--- config.mk ---
export PLATFORM = sky130hd
export DESIGN_NAME = tmds_pattern_scheduler
export DESIGN_NICKNAME = d
export VERILOG_FILES = /design/src/rtl/tmds_pattern_scheduler.sv
export SDC_FILE = /design/constraint.sdc
export NUM_CORES = 1
export LEC_CHECK = 0
export BUFFER_PORTS_ARGS = -buffer_cell sky130_fd_sc_hd__clkbuf_2
export CAP_MARGIN = 25
export CORE_MARGIN = 1.5
export CORE_UTILIZATION = 50
export DETAILED_ROUTE_END_ITERATION = 7
export PLACE_DENSITY = 0.72
export SYNTH_ARGS = -nofsm -noshare
export SYNTH_HDL_FRONTEND = slang
export SYNTH_SLANG_ARGS = --single-unit
--- constraint.sdc ---
create_clock -name pixel_clk -period 4.48 [get_ports pixel_clk]
set_clock_uncertainty 0.05 [all_clocks]
set_input_delay 0.224 -clock pixel_clk [delete_from_list [all_inputs] [get_ports pixel_clk]]
set_output_delay 0.224 -clock pixel_clk [all_outputs]
set_load 0.05 [all_outputs]
--- src/rtl/tmds_pattern_scheduler.sv ---
// Frame-synchronous test-pattern source for the three TMDS encoder lanes.
// Cycles five patterns at frame starts and emits registered RGB with timing delayed to match.
module tmds_pattern_scheduler #(
  parameter int H_ACTIVE    = 1280,
  parameter int V_ACTIVE    = 720,
  parameter int HOLD_FRAMES = 120
) (
  input  logic       pixel_clk,
  input  logic       rst,
  input  logic       active,
  input  logic       hsync,
  input  logic       vsync,
  input  logic       fsync,
  input  logic       pause,
  input  logic       step,
  output logic [7:0] pdata_r,
  output logic [7:0] pdata_g,
  output logic [7:0] pdata_b,
  output logic       active_d,
  output logic       hsync_d,
  output logic       vsync_d,
  output logic [2:0] pattern_id,
  output logic       pattern_chg,
  output logic       state_dbg
);

  localparam int BAR_W = H_ACTIVE / 8;
  localparam int XW    = ($clog2(H_ACTIVE) > 6) ? $clog2(H_ACTIVE) : 6;
  localparam int YW    = ($clog2(V_ACTIVE) > 6) ? $clog2(V_ACTIVE) : 6;
  localparam int BW    = ($clog2(BAR_W) > 1) ? $clog2(BAR_W) : 1;
  localparam int FW    = ($clog2(HOLD_FRAMES) > 1) ? $clog2(HOLD_FRAMES) : 1;

  typedef enum logic {
    ST_RUN    = 1'b0,
    ST_PAUSED = 1'b1
  } state_t;

  state_t          state;
  logic [XW-1:0]   x;
  logic [YW-1:0]   y;
  logic [BW-1:0]   bar_cnt;
  logic [2:0]      bar_idx;
  logic [FW-1:0]   frame_cnt;
  logic            pending;
  logic            take;
  logic [23:0]     rgb;

  assign state_dbg = state;

  // A frame start with a pending/just-arrived step, or a hold expiry in RUN, advances the pattern.
  assign take = fsync && (pending || step ||
                          (state == ST_RUN && frame_cnt == FW'(HOLD_FRAMES - 1)));

  // Active-pixel position; active_d doubles as the previous-cycle active for edge detection.
  always_ff @(posedge pixel_clk or posedge rst) begin
    if (rst) begin
      x       <= '0;
      y       <= '0;
      bar_cnt <= '0;
      bar_idx <= '0;
    end else if (fsync) begin
      x       <= '0;
      y       <= '0;
      bar_cnt <= '0;
      bar_idx <= '0;
    end else if (active_d && !active) begin
      x       <= '0;
      y       <= y + 1'b1;
      bar_cnt <= '0;
      bar_idx <= '0;
    end else if (active) begin
      x <= x + 1'b1;
      if (bar_cnt == BW'(BAR_W - 1)) begin
        bar_cnt <= '0;
        bar_idx <= bar_idx + 1'b1;
      end else begin
        bar_cnt <= bar_cnt + 1'b1;
      end
    end
  end

  always_comb begin
    rgb = 24'h000000;
    if (active) begin
      case (pattern_id)
        3'd0: rgb = 24'hFF0000;
        3'd1: rgb = 24'h00FF00;
        3'd2: rgb = 24'h0000FF;
        3'd3: begin
          case (bar_idx)
            3'd0:    rgb = 24'hFFFFFF;
            3'd1:    rgb = 24'hFFFF00;
            3'd2:    rgb = 24'h00FFFF;
            3'd3:    rgb = 24'h00FF00;
            3'd4:    rgb = 24'hFF00FF;
            3'd5:    rgb = 24'hFF0000;
            3'd6:    rgb = 24'h0000FF;
            default: rgb = 24'h000000;
          endcase
        end
        3'd4:    rgb = (x[5] ^ y[5]) ? 24'hFFFFFF : 24'h000000;
        default: rgb = 24'h000000;
      endcase
    end
  end

  always_ff @(posedge pixel_clk or posedge rst) begin
    if (rst) begin
      pdata_r  <= '0;
      pdata_g  <= '0;
      pdata_b  <= '0;
      active_d <= 1'b0;
      hsync_d  <= 1'b0;
      vsync_d  <= 1'b0;
    end else begin
      {pdata_r, pdata_g, pdata_b} <= rgb;
      active_d <= active;
      hsync_d  <= hsync;
      vsync_d  <= vsync;
    end
  end

  // Scheduler: pattern_id only moves on the cycle after fsync, so frames never mix patterns.
  always_ff @(posedge pixel_clk or posedge rst) begin
    if (rst) begin
      state       <= ST_RUN;
      pattern_id  <= '0;
      frame_cnt   <= '0;
      pending     <= 1'b0;
      pattern_chg <= 1'b0;
    end else begin
      state       <= pause ? ST_PAUSED : ST_RUN;
      pattern_chg <= 1'b0;
      if (take) begin
        pattern_id  <= (pattern_id == 3'd4) ? 3'd0 : pattern_id + 3'd1;
        frame_cnt   <= '0;
        pending     <= 1'b0;
        pattern_chg <= 1'b1;
      end else begin
        if (fsync && state == ST_RUN) frame_cnt <= frame_cnt + 1'b1;
        if (step) pending <= 1'b1;
      end
    end
  end

endmodule
==> run_results.csv <==
group,metric,value,unit
yosys,synth_area_leaders,"dfrtp_1, ha_1, buf_4, xor2_1, nor2_1",
power_and_ir_drop,p_leak,0.00119,uW
cells_and_area,final_design_area_no_fill,2450,um^2
route,drtIter0Drc,47,
cells_and_area,final_layout_size_suffix_gt1_share,23.5,%
clock_network,cts_tree,"yes",
yosys,ys_ff_latch,42,
global_route,grt_pass1_wl,6190,um
yosys,synth-edff-count,0,
yosys,synth_common_cells,"dfrtp_1, nor2_1, buf_4",
die,rows,24,
global_route,grt_overflow,0,
clock_network,clkTransAtPathRegs,0.07,ns
job,max-cap-violations,0,
critical_path,critical_path_class,"reg2reg",
sta,drv_slew,0,
yosys,syn_area_per_cell,10.2,um^2
clock_network,cts_buffers,5,
yosys,async_flop_share,100,%
sta,worstMarginPinSlew,0.518,ns
clock_network,ctsResizeCount,0,
place,port_buffers,39,
yosys,postSynthCellCount,223,
sta,fmax,0.556,GHz
route,wl_per_cell,12.1,um
status,outcome,"complete, no violations",
cells_and_area,antennaDiodeCount,0,
route,wl,3600,um
power_and_ir_drop,ir_drop,234,uV
place,place_area,2320,um^2
route,ant_nets,0,
clock_network,clock-sinks,42,
yosys,yosys.cell_count.top_type,"dfrtp_1",
global_route,grt_pass1_vias,1451,
sta,setup_viol_count_final,0,
yosys,syn_nets,245,
sta,fin_setup_tns,0,ns
critical_path,cp_data_required_time,4.59,ns
critical_path,cp_slowest_cell,"and2_1",
die,fp.dieArea,4970,um^2
sta,hold_viol,0,
global_route,antenna_found_initial,0,
power_and_ir_drop,powerDensity,496,nW/um^2
clock_network,ctsLongestPathBuffers,2,
critical_path,crit_chain,"ha_1, nand4b_1, o31ai_2, and2_1, nor2_1",
die,coreArea,4380,um^2
route,routed_via_density,5.10,
cells_and_area,final_nets,268,
yosys,synth.distinct_cells,38,
cells_and_area,fill_cells,388,
yosys,synth_top_area_share,46.1,%
sta,slew_headroom,65.4,%
die,io_pins,40,
yosys,yosysWarnings,0,
critical_path,cp_top_family,"simple AND/OR/NAND/NOR gates",
critical_path,path_buf_inv,0,
place,place.gp.congestion,0.871,
critical_path,cp.arrival,1.91,ns
die,initial_core_util,52.0,%
global_route,grt_start_max_net_pins,43,
sta,rsz0062_at_grt,"false",
global_route,grt_usage,16.0,%
sta,min_period,1.80,ns
clock_network,root_buffer,"clkbuf_8",
critical_path,startpoint_type,"flop",
yosys,ys_dominant_reg_cell,"dfrtp_1",
clock_network,post_cts_buffers,0,
place,dp_hpwl,2530,um
worst_hold_path,hold_path.class,"in2reg",
critical_path,max_stage_delay,0.44,ns
clock_network,insertion_delay,0.29,ns
route,vias,1524,
critical_path,endpoint_kind,"flop",
sta,finalCritPeriodShare,40.2,%
cells_and_area,seq_area,1050,um^2
cells_and_area,syn_to_final_growth,7.63,%
critical_path,path_max_fanout,10,
die,chipHeight,70.5,um
yosys,synthesis.area,2280,um^2
route,dr.pass1.iters,4,
yosys,ys_seq_area_share,46.1,%
clock_network,htreeDepth,2,
route,drc,0,
cells_and_area,multi_input_area,976,um^2
die,die_x,70.5,um
yosys,synth.largest_area_cell,"dfrtp_1",
worst reg2reg max path: cells and delay by family (launching register included):
family          cells  cell delay (ns)
fa+ha+maj           1             0.22
compound gates      1             0.35
flops               1             0.39
simple gates        3             0.66
cells in the final DEF (no fill, tap or decap), types with 2 or more instances in the layout:
master         netlist  final
nand4_1              5      5
ha_1                14     14
xor2_1              15     15
a31oi_1              4      4
nor2_1              28     28
o21ai_0              6      6
dfrtp_1             42     42
nand3_1              4      4
nor2b_1              2      2
o21ai_2              3      3
a21oi_1              4      4
inv_1                7      7
nand4b_1             2      2
xnor2_1              7      7
dlygate4sd3_1        0      4
nand2_1             20     20
nand2b_1             2      2
clkbuf_8             0      6
nand4_2              2      2
clkbuf_2             0     39
nor3_1               6      6
or3_1                2      2
mux2i_1              2      2
and3_1               4      4
path summary, 6_finish.rpt:
check	start	cells after the start	slack [ns]	end
min in group asynchronous	rst	4	0.55	x[0]
max	frame_cnt[0]	5	2.68	frame_cnt[4]
min	active	1	0.17	active_d
max in group asynchronous	rst	4	3.48	x[4]
max reg2reg	frame_cnt[0]	5	2.68	frame_cnt[4]
min reg2reg	bar_cnt[7]	1	0.46	bar_cnt[7]
flip-flops by register name, summed over array words and instances, names as in the netlist:
signal / count
bar_cnt: 8
pending: 1
pdata_b: 1
pattern_chg: 1
active_d: 1
pdata_r: 1
pdata_g: 1
state_dbg: 1
frame_cnt: 7
x: 6
y: 6
vsync_d: 1
pattern_id: 3
bar_idx: 3
hsync_d: 1
stage by stage:
step	hold WS, ns	util [%]	worst slack, ns	std cells	power [uW]
after floorplan	0.205	-	2.76	223	959
after global placement	0.283	52.9	2.81	287	974
after detailed placement	0.284	52.9	2.70	287	978
after CTS	0.150	55.9	2.70	299	1230
after global routing	0.164	55.9	2.52	299	1280
final	0.166	55.9	2.68	299	1220
what timing repair did:
action,4_1_cts,5_1_grt
endpoints found under the hold margin,14,0
hold buffers,4,0
setup endpoints to repair,0,0
cells by family after synthesis:
logic type	Yosys count	synth area share, %
xor+xnor	22	8.46
flops	42	46.1
mux	3	1.37
simple gates	86	19.2
fa+ha+maj	14	7.69
compound gates	21	6.10
buf+inv	35	11.0
report_power, final:
| group | leakage, uW | internal [uW] | switching (uW) | total [uW] |
|---|---|---|---|---|
| logic | 0.000581 | 108 | 419 | 526 |
| clock network | 0.0000482 | 124 | 123 | 247 |
| registers | 0.000565 | 408 | 34.6 | 443 |
area by class of cell:
cell class	instances	area share [%]
Clock buffer	7	3.52
Clock inverter	1	0.204
Inverter	7	1.07
Multi-Input combinational cell	146	39.8
Sequential cell	42	42.9
Tap cell	52	2.65
Timing Repair Buffer	44	9.90
routing by layer:
layer	part of all wire, %	wire length, um	GRT usage [%]	vias to the layer above
li1	-	-	-	763
met1	48	1750	19.3	705
met2	44	1600	25.5	49
met3	4.8	172	4.91	7
met4	2.4	85	9.19	0
met5	0	0	0	-
Power figures use the tool's default switching activity.
